File: src/rtl/mem_cache_pkg.sv
// Shared types and default geometry for the direct-mapped write-through cache.
package mem_cache_pkg;

    localparam int DEF_LINES  = 16;
    localparam int DEF_ADDR_W = 32;
    localparam int IDX_W      = $clog2(DEF_LINES);
    localparam int TAG_W      = DEF_ADDR_W - 2 - IDX_W;

    typedef enum logic [2:0] {
        IDLE,
        LOOKUP,
        FILL,
        WRITE,
        RESP
    } state_e;

    typedef struct packed {
        logic             valid;
        logic [TAG_W-1:0] tag;
        logic [31:0]      data;
    } line_t;

endpackage

File: src/rtl/mem_cache_store.sv
// Tag/valid/data arrays for the cache: asynchronous read, one synchronous write port,
// valid bits cleared by async reset or by a flush pulse.
module mem_cache_store #(
    parameter int LINES = 16,
    parameter int IDX_W = 4,
    parameter int TAG_W = 26
) (
    input  logic             clk,
    input  logic             reset,
    input  logic             flush,
    input  logic [IDX_W-1:0] rd_idx,
    output logic             rd_valid,
    output logic [TAG_W-1:0] rd_tag,
    output logic [31:0]      rd_data,
    input  logic             wr_en,
    input  logic [IDX_W-1:0] wr_idx,
    input  logic [TAG_W-1:0] wr_tag,
    input  logic [31:0]      wr_data
);

    logic [LINES-1:0] valid_q, valid_d;
    logic [TAG_W-1:0] tag_q  [LINES];
    logic [TAG_W-1:0] tag_d  [LINES];
    logic [31:0]      data_q [LINES];
    logic [31:0]      data_d [LINES];

    assign rd_valid = valid_q[rd_idx];
    assign rd_tag   = tag_q[rd_idx];
    assign rd_data  = data_q[rd_idx];

    always_comb begin
        valid_d = valid_q;
        tag_d   = tag_q;
        data_d  = data_q;
        if (flush) begin
            valid_d = '0;
        end else if (wr_en) begin
            valid_d[wr_idx] = 1'b1;
            tag_d[wr_idx]   = wr_tag;
            data_d[wr_idx]  = wr_data;
        end
    end

    always_ff @(posedge clk or negedge reset) begin
        if (!reset) begin
            valid_q <= '0;
        end else begin
            valid_q <= valid_d;
        end
    end

    // Tag and data contents survive reset; only the valid bits matter.
    always_ff @(posedge clk) begin
        tag_q  <= tag_d;
        data_q <= data_d;
    end

endmodule

File: src/rtl/mem_cache.sv
// Direct-mapped, write-through, no-write-allocate cache between the core port and a
// request/ack backing memory.
module mem_cache
    import mem_cache_pkg::*;
#(
    parameter int LINES  = DEF_LINES,
    parameter int ADDR_W = DEF_ADDR_W
) (
    input  logic              clk,
    input  logic              reset,
    input  logic              flush,
    input  logic              cpu_req,
    input  logic              cpu_we,
    input  logic [ADDR_W-1:0] cpu_adr,
    input  logic [31:0]       cpu_wd,
    output logic [31:0]       cpu_rd,
    output logic              cpu_ready,
    output logic              mem_req,
    output logic              mem_we,
    output logic [ADDR_W-1:0] mem_adr,
    output logic [31:0]       mem_wd,
    input  logic [31:0]       mem_rd,
    input  logic              mem_ack
);

    localparam int IW = $clog2(LINES);
    localparam int TW = ADDR_W - 2 - IW;

    state_e              state_q, state_d;
    logic [ADDR_W-3:0]   adr_q, adr_d;
    logic                we_q, we_d;
    logic [31:0]         wd_q, wd_d;
    logic [31:0]         rd_q, rd_d;
    logic                mem_req_q, mem_req_d;
    logic                mem_we_q, mem_we_d;
    logic [ADDR_W-1:0]   mem_adr_q, mem_adr_d;
    logic [31:0]         mem_wd_q, mem_wd_d;

    logic [IW-1:0]       idx;
    logic [TW-1:0]       tag;
    logic                line_valid;
    logic [TW-1:0]       line_tag;
    logic [31:0]         line_data;
    logic                hit;
    logic                wr_en;
    logic [31:0]         wr_data;
    logic                flush_clr;
    logic                adr_lsb_unused;

    // Byte offset is dropped; only the word address is kept.
    assign adr_lsb_unused = ^cpu_adr[1:0];

    assign idx = adr_q[IW-1:0];
    assign tag = adr_q[ADDR_W-3:IW];
    assign hit = line_valid && (line_tag == tag);

    mem_cache_store #(
        .LINES (LINES),
        .IDX_W (IW),
        .TAG_W (TW)
    ) u_store (
        .clk      (clk),
        .reset    (reset),
        .flush    (flush_clr),
        .rd_idx   (idx),
        .rd_valid (line_valid),
        .rd_tag   (line_tag),
        .rd_data  (line_data),
        .wr_en    (wr_en),
        .wr_idx   (idx),
        .wr_tag   (tag),
        .wr_data  (wr_data)
    );

    always_comb begin
        state_d   = state_q;
        adr_d     = adr_q;
        we_d      = we_q;
        wd_d      = wd_q;
        rd_d      = rd_q;
        mem_req_d = mem_req_q;
        mem_we_d  = mem_we_q;
        mem_adr_d = mem_adr_q;
        mem_wd_d  = mem_wd_q;
        wr_en     = 1'b0;
        wr_data   = mem_rd;
        flush_clr = 1'b0;

        case (state_q)
            IDLE: begin
                if (flush) begin
                    flush_clr = 1'b1;
                end else if (cpu_req) begin
                    adr_d   = cpu_adr[ADDR_W-1:2];
                    we_d    = cpu_we;
                    wd_d    = cpu_wd;
                    state_d = LOOKUP;
                end
            end
            LOOKUP: begin
                if (we_q) begin
                    mem_req_d = 1'b1;
                    mem_we_d  = 1'b1;
                    mem_adr_d = {adr_q, 2'b00};
                    mem_wd_d  = wd_q;
                    state_d   = WRITE;
                end else if (hit) begin
                    rd_d    = line_data;
                    state_d = RESP;
                end else begin
                    mem_req_d = 1'b1;
                    mem_we_d  = 1'b0;
                    mem_adr_d = {adr_q, 2'b00};
                    state_d   = FILL;
                end
            end
            FILL: begin
                if (mem_ack) begin
                    wr_en     = 1'b1;
                    wr_data   = mem_rd;
                    rd_d      = mem_rd;
                    mem_req_d = 1'b0;
                    state_d   = RESP;
                end
            end
            // The line cannot change while waiting, so the hit is re-evaluated here.
            WRITE: begin
                if (mem_ack) begin
                    if (hit) begin
                        wr_en   = 1'b1;
                        wr_data = wd_q;
                    end
                    mem_req_d = 1'b0;
                    state_d   = RESP;
                end
            end
            RESP: begin
                state_d = IDLE;
            end
            default: begin
                state_d = IDLE;
            end
        endcase
    end

    always_ff @(posedge clk or negedge reset) begin
        if (!reset) begin
            state_q   <= IDLE;
            adr_q     <= '0;
            we_q      <= 1'b0;
            wd_q      <= '0;
            rd_q      <= '0;
            mem_req_q <= 1'b0;
            mem_we_q  <= 1'b0;
            mem_adr_q <= '0;
            mem_wd_q  <= '0;
        end else begin
            state_q   <= state_d;
            adr_q     <= adr_d;
            we_q      <= we_d;
            wd_q      <= wd_d;
            rd_q      <= rd_d;
            mem_req_q <= mem_req_d;
            mem_we_q  <= mem_we_d;
            mem_adr_q <= mem_adr_d;
            mem_wd_q  <= mem_wd_d;
        end
    end

    assign cpu_rd    = rd_q;
    assign cpu_ready = (state_q == RESP);
    assign mem_req   = mem_req_q;
    assign mem_we    = mem_we_q;
    assign mem_adr   = mem_adr_q;
    assign mem_wd    = mem_wd_q;

endmodule

File: config.mk
export PLATFORM = sky130hd
export DESIGN_NAME = mem_cache
export DESIGN_NICKNAME = d
export VERILOG_FILES = /design/src/rtl/mem_cache_pkg.sv /design/src/rtl/mem_cache_store.sv /design/src/rtl/mem_cache.sv
export SDC_FILE = /design/constraint.sdc
export NUM_CORES = 1
export LEC_CHECK = 0
export CAP_MARGIN = 20
export CORE_MARGIN = 3
export CORE_UTILIZATION = 30
export CTS_CLUSTER_DIAMETER = 50
export DETAILED_ROUTE_END_ITERATION = 16
export GPL_ROUTABILITY_DRIVEN = 0
export PLACE_DENSITY = 0.54
export SKIP_LAST_GASP = 1
export SYNTH_ARGS = -nofsm -noshare
export SYNTH_HDL_FRONTEND = slang
export SYNTH_SLANG_ARGS = --single-unit
File: constraint.sdc
create_clock -name clk -period 22.9 [get_ports clk]
set_input_delay 2.29 -clock clk [delete_from_list [all_inputs] [get_ports clk]]
set_output_delay 2.29 -clock clk [all_outputs]
set_load 0.02 [all_outputs]
==> flow_metrics.env, run 1 <==
export IMPL_worstPathRequired_ns=23.26
export IMPL_internal_power_w=0.00464
export IMPL_cts_htree_levels=4
export IMPL_cts_reportedPaths_clkPinSlew_ns=0.06
export IMPL_io_buffers=196
export IMPL_dieArea_mm2=0.150
export IMPL_cp_max_fo=45
export IMPL_drtAntennaViolNets=0
export IMPL_rrSetupSlack_ns=16.22
export IMPL_tns_ns=0
export IMPL_max_freq_mhz=150
export IMPL_core_mm2=0.144
export IMPL_areaGrowthSynthToFinish_pct=20.3
export IMPL_synth_top_area_share_pct=64.1
export IMPL_tightest_slew_ns=1.13
export IMPL_fin_crit_sh_pct=29.2
export IMPL_grt_max_degree=107
export IMPL_postSynthCellCount=2141
export IMPL_route_met2_wl_um=55700
export IMPL_finClkSkew_ns=0.0325
export IMPL_ys_warn_count=0
export IMPL_cts_sinks=1106
export IMPL_synth_edf_count=928
export IMPL_post_synth_cell_area_avg_um2=20.3
export IMPL_num_fill_cells=13100
export IMPL_rsz0062_at_grt="false"
export IMPL_vias=21900
export IMPL_power_leakage_nw=17.4
export IMPL_vias_per_cell=4.95
export IMPL_synth_area_top_cells="edfxtp_1, mux4_2, dfrtp_1, mux2_2, mux2i_1"
export IMPL_nNetsFinal=2519
export IMPL_grt_pass1_wl_um=165000
export IMPL_p_switching_w=0.00208
export IMPL_route_detailed_drc=0
export IMPL_path_cells="buf_4, nor2b_1, a22oi_1, a31oi_1, nand4_1, or4_1, a211oi_2, a31oi_2, buf_4, nor4_2, buf_4, buf_4"
export IMPL_drtPass1Iterations=7
export IMPL_seq_power_share_pct=40.5
export IMPL_crit_slowest_cell="dfrtp_4"
export IMPL_overflow=0
export IMPL_p_per_area_mw_per_mm2=128
export IMPL_antenna_found_initial=2
export IMPL_async_flop_share_pct=16.1
export IMPL_status="complete, no violations"
export IMPL_ys_seq_elements=1106
export IMPL_clock_tree_buffer_depth=3
export IMPL_hold_violations=0
export IMPL_synth_ff_type="edfxtp_1"
export IMPL_wl_per_cell_um=25.4
export IMPL_finalSetupViolCount=0
export IMPL_post_cts_buffers=0
export IMPL_fp_dieW_um=387
export IMPL_totalWireLength_um=113000
export IMPL_post_place_ws_ns=16.17
export IMPL_synth_cell_type_count=64
export IMPL_end_kind="flip-flop"
export IMPL_grt_pass1_vias=23600
export IMPL_wl_met3_um=6020
export IMPL_wl_met1_um=48900
export IMPL_path_class="reg2reg"
export IMPL_crit_top_cell="buf_4"
export IMPL_min_period_ns=6.68
export IMPL_cp_slowest_stage_delay_ns=0.89
export IMPL_fin_ws_ns=16.22
export IMPL_hpwl_um=62800
export IMPL_grt_usage_pct=15.0
export IMPL_slew_viol_final=0
export IMPL_dr_first_iter_drc_count=1841
export IMPL_ctsHoldBuffers=0
export IMPL_cts_resized_gates=0
export IMPL_fin_util_pct=36.4
export IMPL_worstPathArrival_ns=7.04
export IMPL_power_share_clock_pct=30.8
export IMPL_cts_root_buffer="clkbuf_16"
export IMPL_relSlewSlack_pct=24.6
export IMPL_swShare_pct=31.0
export IMPL_syn_area_mm2=0.0435
export IMPL_maxCapViolCount=0
export IMPL_rows=139
export IMPL_cts_tree="yes"
export IMPL_synth_area_leader_cell="edfxtp_1"
export IMPL_diodes=0
export IMPL_insertion_delay_ns=0.75
export IMPL_die_height_um=387
export IMPL_finalPower_w=0.00672
export IMPL_combPwrFrac_pct=28.7
export IMPL_cts_buffers=131
export IMPL_io_pins=201
export IMPL_hold_path_class="reg2reg"
export IMPL_cp_start_kind="flip-flop"
export IMPL_drive_gt1_share_pct=28.1
export IMPL_ys_seq_area_share_pct=74.3
export IMPL_vdd_ir_drop_worst_uv=72.4
export IMPL_start_util_pct=30.2
export IMPL_maxUsedRoutingLayer="met4"
area by class of cell:
cell class | count | area, µm² | area share [%]
inverters | 13 | 50.0 | 0.0956
clock inverters | 76 | 796 | 1.52
well taps | 1903 | 2380 | 4.55
flip-flops and latches | 1106 | 32300 | 61.8
multi-input cells | 899 | 10700 | 20.4
repair buffers | 266 | 2560 | 4.89
clock buffers | 166 | 3560 | 6.79
cells in the final DEF (no fill, tap or decap), types with 13 or more instances in the layout:
master,Yosys,final
xnor2_1,15,15
clkbuf_16,0,136
a21o_1,19,19
nor4_2,0,16
o21ai_0,22,22
o21a_1,32,32
dfrtp_1,178,174
nor2_1,79,78
xor2_1,13,13
a21oi_1,42,42
clkdlybuf4s50_1,0,195
clkinv_1,0,20
mux4_2,235,235
nand2_1,30,30
clkbuf_1,53,26
mux2_2,173,173
clkinv_2,0,15
mux2i_1,82,82
edfxtp_1,928,928
o22ai_1,16,16
buf_4,22,66
synthesized netlist by cell type (3+ instances only):
| cell type | n |
|---|---|
| dfrtp_1 | 178 |
| a2111oi_0 | 3 |
| and4_1 | 3 |
| and3_1 | 3 |
| a22oi_1 | 8 |
| mux4_2 | 235 |
| mux2i_1 | 82 |
| o21a_1 | 32 |
| nor3_1 | 4 |
| a21oi_1 | 42 |
| nor3b_1 | 3 |
| nand3b_1 | 3 |
| nand2_1 | 30 |
| a221oi_1 | 5 |
| nand3_1 | 9 |
| buf_1 | 13 |
| or3_1 | 7 |
| nor2b_1 | 9 |
| or2_2 | 3 |
| o22ai_1 | 16 |
| xnor2_1 | 15 |
| a31oi_1 | 5 |
| mux2_2 | 173 |
| buf_2 | 35 |
| o21ai_0 | 22 |
| nor4_1 | 18 |
| nor2_1 | 79 |
| inv_1 | 11 |
| xor2_1 | 13 |
| o221ai_1 | 4 |
| and2_1 | 4 |
| clkbuf_1 | 53 |
| nand2b_1 | 10 |
| edfxtp_1 | 928 |
| a22o_1 | 4 |
| buf_4 | 22 |
| a21o_1 | 19 |
| a32oi_1 | 4 |
registers in the layout, summed over array words and instances, names as in the netlist:
signal and count:
mem_wd 32, u_store.tag_q 416, u_store.data_q 512, u_store.valid_q 16, adr_q 30, mem_req 1
we_q 1, mem_we 1, mem_adr 30, state_q 3, cpu_rd 32, wd_q 32
path summary, 6_finish.rpt:
path,from,endpoint,depth (start not counted)
setup reg to reg,adr_q[0],u_store.tag_q[336],12
hold reg to reg,u_store.valid_q[1],u_store.valid_q[1],1
hold / removal,u_store.valid_q[1],u_store.valid_q[1],1
setup / recovery,adr_q[0],u_store.tag_q[336],12
min in group asynchronous,reset,adr_q[14],1
max in group asynchronous,reset,mem_wd[19],3
cells by family (layout without fill, tap and decap cells):
group,after synthesis,after routing,synth area share [%]
XOR/XNOR,28,28,0.564
AND/OR/NAND/NOR,192,192,2.15
AO/OA/AOI/OAI,185,185,2.91
multiplexers,492,492,18.6
other,1,2,0.00862
buffers and inverters,137,521,1.49
flip-flops,1106,1106,74.3
stage by stage:
| step | cell area (µm²) | hold slack, ns | cells |
|---|---|---|---|
| after floorplan | 43500 | 0.444 | 2142 |
| after CTS | 52300 | 0.480 | 4426 |
| after global routing | 52300 | 0.493 | 4429 |
| final | 52300 | 0.478 | 4429 |
| after detailed placement | 47900 | 0.468 | 4184 |
| after global placement | 47900 | 0.455 | 4184 |
worst max-delay path, delay by kind of cell (launching register included):
kind / cells / cell delay (ns)
DFF: 1 / 0.89
buffers and inverters: 4 / 2.23
and+or+nand+nor: 4 / 1.94
AOI/OAI and AO/OA: 4 / 1.14
layer usage:
layer  vias up  global-route usage [%]
met5         -                       0
met4         0                    4.18
met3       144                    2.69
met2       654                    24.9
met1     11800                    20.2
li1       9300                       -
power by group through the flow:
stage | Sequential, W | Clock (W) | Combinational, W
6_report | 0.00272 | 0.00207 | 0.00193
5_1_grt | 0.00276 | 0.00220 | 0.00207
4_1_cts | 0.00273 | 0.00212 | 0.00196
3_5_place_dp | 0.00277 | 0 | 0.00195
3_3_place_gp | 0.00275 | 0 | 0.00193
2_1_floorplan | 0.00277 | 0 | 0.00122
(Power assumes the default switching activity.)
==> inputs of run 2 (changes only) <==
==> constraint.sdc (replaced) <==
create_clock -name clk -period 6.95 [get_ports clk]
set_input_delay 0.695 -clock clk [delete_from_list [all_inputs] [get_ports clk]]
set_output_delay 0.695 -clock clk [all_outputs]
set_load 0.02 [all_outputs]
==> run 2 against run 1 <==
  * Via count is 0.62% higher
  * Global-route usage hardly changed
  * Flip-flop and latch count stayed put
  * First-iteration DRC count is 7.1% higher
  * Largest cell class unchanged
  * Critical path type unchanged
  * Non-clock buffer count is 2 lower
==> flow_metrics.env, run 2 (same netlist as run 1, synthesis figures left out) <==
export IMPL_fin_crit_sh_pct=80.8
export IMPL_core_mm2=0.144
export IMPL_overflow=0
export IMPL_end_kind="flip-flop"
export IMPL_worstPathArrival_ns=6.01
export IMPL_max_freq_mhz=178
export IMPL_wl_per_cell_um=25.5
export IMPL_fp_dieW_um=387
export IMPL_cts_resized_gates=0
export IMPL_drive_gt1_share_pct=28.2
export IMPL_cts_tree="yes"
export IMPL_cts_reportedPaths_clkPinSlew_ns=0.06
export IMPL_top_usage_layer="met2"
export IMPL_slew_viol_final=0
export IMPL_rsz0062_at_grt="false"
export IMPL_grt_pass1_vias=23800
export IMPL_hold_path_class="in2async"
export IMPL_cts_root_buffer="clkbuf_16"
export IMPL_rows=139
export IMPL_min_period_ns=5.61
export IMPL_finalSetupViolCount=0
export IMPL_vdd_ir_drop_worst_uv=331
export IMPL_num_fill_cells=13100
export IMPL_largest_register="u_store.data_q"
export IMPL_post_cts_buffers=0
export IMPL_fin_ws_ns=1.34
export IMPL_path_class="reg2reg"
export IMPL_die_height_um=387
export IMPL_clock_tree_buffer_depth=3
export IMPL_dieArea_mm2=0.150
export IMPL_cts_htree_levels=4
export IMPL_ctsHoldBuffers=0
export IMPL_post_place_ws_ns=1.33
export IMPL_io_pins=201
export IMPL_p_per_area_mw_per_mm2=422
export IMPL_gr_usage_met2_pct=25.1
export IMPL_final_cell_mix="edfxtp_1, mux4_2, clkdlybuf4s50_1"
export IMPL_dr_first_iter_drc_count=1971
export IMPL_r2r_cells=11
export IMPL_insertion_delay_ns=0.76
export IMPL_largest_register_ffs=512
export IMPL_grt_use_met3_pct=2.93
export IMPL_worstPathRequired_ns=7.35
export IMPL_vias_per_cell=4.98
export IMPL_route_detailed_drc=0
export IMPL_cp_start_kind="flip-flop"
export IMPL_cts_sinks=1106
export IMPL_vias=22100
export IMPL_cp_max_fo=38
export IMPL_tightest_slew_ns=1.15
export IMPL_grt_pass1_wl_um=165000
export IMPL_maxCapViolCount=0
export IMPL_drtPass1Iterations=5
export IMPL_drtAntennaViolNets=0
export IMPL_reg_top3="u_store.data_q x512, u_store.tag_q x416"
export IMPL_grt_usage_pct=15.0
export IMPL_totalWireLength_um=113000
export IMPL_finalPower_w=0.0222
export IMPL_cts_buffers=131
export IMPL_finClkSkew_ns=0.0319
export IMPL_hpwl_um=62800
export IMPL_layout_commonest_cell="edfxtp_1"
export IMPL_relSlewSlack_pct=23.0
export IMPL_grt_max_degree=105
export IMPL_nNetsFinal=2517
export IMPL_io_buffers=196
export IMPL_areaGrowthSynthToFinish_pct=20.6
export IMPL_hold_violations=0
export IMPL_start_util_pct=30.2
export IMPL_antenna_found_initial=1
export IMPL_use_met1_pct=19.8
export IMPL_power_leakage_nw=17.4
export IMPL_status="complete, no violations"
run 2: cell types whose count changed in the layout (fill, tap and decap cells not counted), sizes merged:
cell,change
clkinvlp,+3
buf,-2
bufinv,-2
clkinv,-2
diode,+1
inv,-1
run 2: worst paths after layout:
| path | endpoint | start | slack [ns] |
|---|---|---|---|
| max | u_store.data_q[326] | adr_q[3] | 1.34 |
| min | adr_q[14] | reset | 0.02 |
| max reg2reg | u_store.data_q[326] | adr_q[3] | 1.34 |
| min reg2reg | u_store.valid_q[3] | u_store.valid_q[3] | 0.48 |
| max in group asynchronous | wd_q[17] | reset | 5.29 |
| min in group clk | u_store.valid_q[3] | u_store.valid_q[3] | 0.48 |
run 2: layer usage:
layer,part of all wire (%),up-vias
li1,-,9303
met1,43,11900
met2,50,658
met3,5.2,191
met4,2.4,0
met5,0,-
run 2: critical path: stages, from the launching register on:
cell	delay [ns]
dfrtp_4	0.83
buf_4	0.47
clkinv_2	0.68
mux2i_1	0.41
xor2_1	0.37
nand2_1	0.11
a2111oi_0	0.41
and3_1	0.26
nand3_1	0.26
nor3_4	0.23
buf_4	0.53
mux2_1	0.60
run 2: per-stage QoR:
step	TNS, ns	cell area, µm²	util [%]	instances	hold WS (ns)
after floorplan	-1930.62	43500	-	2142	0.399
after detailed placement	0	48100	33.5	4183	0.464
after global routing	0	52500	36.5	4425	0.0524
final	0	52500	36.5	4426	0.0153
after CTS	0	52500	36.5	4423	0.0453
after global placement	0	48100	33.5	4183	0.455
run 2: where the power goes:
part | internal, W | switching (W) | leakage [nW]
clock network | 0.00404 | 0.00275 | 2.10
registers | 0.00820 | 0.000852 | 10.5
logic | 0.00301 | 0.00329 | 4.83
total | 0.0153 | 0.00690 | 17.4
run 2: area by class of cell:
cell class / instances / area [µm²] / share of cell area, %
clock inverter: 74 / 752 / 1.43
sequential: 1106 / 32300 / 61.6
tap: 1903 / 2380 / 4.54
clock buffer: 166 / 3590 / 6.84
inverter: 13 / 50.0 / 0.0954
timing repair buffer: 264 / 2710 / 5.16
antenna: 1 / 2.50 / 0.00477
multi-input combinational: 899 / 10700 / 20.3
==> inputs of run 3 (changes only) <==
--- a/config.mk
+++ b/config.mk
@@ -11,7 +11,7 @@
 export CTS_CLUSTER_DIAMETER = 50
 export DETAILED_ROUTE_END_ITERATION = 16
 export GPL_ROUTABILITY_DRIVEN = 0
-export PLACE_DENSITY = 0.54
+export PLACE_DENSITY = 0.56
 export SKIP_LAST_GASP = 1
 export SYNTH_ARGS = -nofsm -noshare
 export SYNTH_HDL_FRONTEND = slang
==> constraint.sdc (replaced) <==
create_clock -name clk -period 5.1 [get_ports clk]
set_input_delay 0.51 -clock clk [delete_from_list [all_inputs] [get_ports clk]]
set_output_delay 0.51 -clock clk [all_outputs]
set_load 0.02 [all_outputs]
==> run 3 against run 2 <==
  * Sequential share of layout area decreased by 0.77 points
  * Largest power group unchanged
  * Largest cell class unchanged
  * Sequential power is 35% higher
  * Count of clock-buffer cells in the layout is 13 lower
  * Combinational power up 46%
  * Global-route usage rose by 0.070 points
  * Critical endpoint is now u_store.data_q[37]
  * Routed wire length grew 0.53%
  * Die area unchanged
  * First-iteration DRC count down 0.71%
  * Via count up 0.50%
  * Clock skew rose by 0.0013 ns
  * Critical path depth is 2 higher
  * Hold slack gained 0.36 ns
==> flow_metrics.env, run 3 (same netlist as run 1, synthesis figures left out) <==
export IMPL_largest_register_ffs=512
export IMPL_vias_per_cell=4.96
export IMPL_power_leakage_nw=17.7
export IMPL_cts_buffers=132
export IMPL_numPlacedInstances=4231
export IMPL_io_buffers=196
export IMPL_finClkSkew_ns=0.0332
export IMPL_relSlewSlack_pct=31.2
export IMPL_num_fill_cells=13000
export IMPL_worstPathArrival_ns=5.07
export IMPL_largest_register="u_store.data_q"
export IMPL_fin_util_pct=37.0
export IMPL_wl_per_cell_um=25.4
export IMPL_cts_tree="yes"
export IMPL_overflow=0
export IMPL_worstPathRequired_ns=5.51
export IMPL_route_detailed_drc=0
export IMPL_layout_commonest_cell="edfxtp_1"
export IMPL_cts_resized_gates=0
export IMPL_fin_cells=4470
export IMPL_grt_pass1_vias=23800
export IMPL_rrSetupSlack_ns=0.43
export IMPL_cts_sinks=1106
export IMPL_maxCapViolCount=0
export IMPL_path_cells="buf_12, buf_12, buf_12, nand2b_1, o22ai_1, or3_1, nand4_1, or4_4, a211oi_4, nand3_1, nor3_4, buf_12, mux2_1"
export IMPL_tightest_slew_ns=1.03
export IMPL_areaGrowthSynthToFinish_pct=22.2
export IMPL_cts_root_buffer="clkbuf_16"
export IMPL_fin_crit_sh_pct=91.5
export IMPL_final_cell_mix="edfxtp_1, mux4_2, clkdlybuf4s50_1"
export IMPL_antenna_found_initial=7
export IMPL_crit_top_cell="buf_12"
export IMPL_diodes=0
export IMPL_io_pins=201
export IMPL_vias=22200
export IMPL_fp_dieW_um=387
export IMPL_path_class="reg2reg"
export IMPL_min_period_ns=4.67
export IMPL_dr_first_iter_drc_count=1957
export IMPL_vdd_ir_drop_worst_uv=259
export IMPL_drive_gt1_share_pct=29.2
export IMPL_drtPass1Iterations=5
export IMPL_totalWireLength_um=113000
export IMPL_hpwl_um=66000
export IMPL_reg_top3="u_store.data_q x512, u_store.tag_q x416"
export IMPL_regArea_mm2=0.0323
export IMPL_post_place_ws_ns=0.407
export IMPL_crit_slowest_cell="dfrtp_4"
export IMPL_grt_usage_pct=15.1
export IMPL_rows=139
export IMPL_slew_viol_final=0
export IMPL_finalSetupViolCount=0
export IMPL_grt_pass1_wl_um=165000
export IMPL_dieArea_mm2=0.150
export IMPL_core_mm2=0.144
export IMPL_hold_violations=0
export IMPL_multi_input_area_mm2=0.0108
export IMPL_max_freq_mhz=214
export IMPL_cts_reportedPaths_clkPinSlew_ns=0.06
export IMPL_status="complete, no violations"
export IMPL_cp_max_fo=32
export IMPL_fin_ws_ns=0.433
export IMPL_p_per_area_mw_per_mm2=573
export IMPL_die_height_um=387
export IMPL_cp_slowest_stage_delay_ns=0.61
export IMPL_hold_ws_ns=0.371
export IMPL_cp_start_kind="flip-flop"
export IMPL_start_util_pct=30.2
export IMPL_cts_htree_levels=4
export IMPL_grt_max_degree=96
export IMPL_drtAntennaViolNets=0
export IMPL_nNetsFinal=2565
export IMPL_clock_tree_buffer_depth=3
export IMPL_end_kind="flip-flop"
export IMPL_insertion_delay_ns=0.75
export IMPL_hold_path_class="in2reg"
export IMPL_rsz0062_at_grt="false"
## run 3: changes by cell type in the layout (fill, tap and decap cells not counted), moves of 7 or more
cell | previous run | this run
buf_12 | 18 | 42
nor4_4 | 0 | 16
clkinv_1 | 15 | 30
nor4_2 | 16 | 0
clkbuf_1 | 25 | 18
buf_4 | 49 | 72
## run 3: what timing repair did
action,in CTS,in global routing
endpoints found under the hold margin,94,0
buffers inserted,0,0
hold buffers,1,0
## run 3: path summary, 6_finish.rpt
path                                     from                  to  cells after the start
min in group asynchronous               reset           adr_q[14]                      2
hold / removal                         cpu_we                we_q                      2
hold reg to reg            u_store.valid_q[9]  u_store.valid_q[9]                      1
setup / recovery                     adr_q[1]  u_store.data_q[37]                     13
setup reg to reg                     adr_q[1]  u_store.data_q[37]                     13
max in group asynchronous               reset           cpu_rd[5]                      3
## run 3: per-layer routing
layer,vias to the layer above,share of wire [%],GRT usage (%)
met2,703,50,25.2
met1,11900,41,19.4
met5,-,0.024,0
li1,9400,-,-
met4,4,2.4,4.63
met3,194,6.6,3.63
## run 3: area by class of cell
class                           count  share of cell area, %
Clock inverter                     85                   1.44
Sequential cell                  1106                   60.8
Multi-Input combinational cell    899                   20.4
Inverter                           13                 0.0918
Tap cell                         1903                   4.48
Timing Repair Buffer              311                   6.32
Clock buffer                      153                   6.44
## run 3: critical path: cells and delay by family, from the launching register on
kind                   cells  cell delay (ns)
AND/OR/NAND/NOR            6             1.52
buffers and inverters      4             0.96
flip-flops                 1             0.61
multiplexers               1             0.55
AO/OA/AOI/OAI              2             0.53
## run 3: power by group
| group | internal [W] | switching [W] |
|---|---|---|
| sequential | 0.0112 | 0.00102 |
| clock | 0.00527 | 0.00374 |
| combinational | 0.00440 | 0.00483 |
## run 3: metrics by stage
stage / total power (W) / setup TNS, ns / cell area, µm²
2_1_floorplan: 0.0181 / -1.43 / 43900
3_3_place_gp: 0.0216 / 0 / 49000
3_5_place_dp: 0.0217 / 0 / 49000
4_1_cts: 0.0308 / 0 / 53200
5_1_grt: 0.0318 / 0 / 53200
6_report: 0.0304 / 0 / 53200
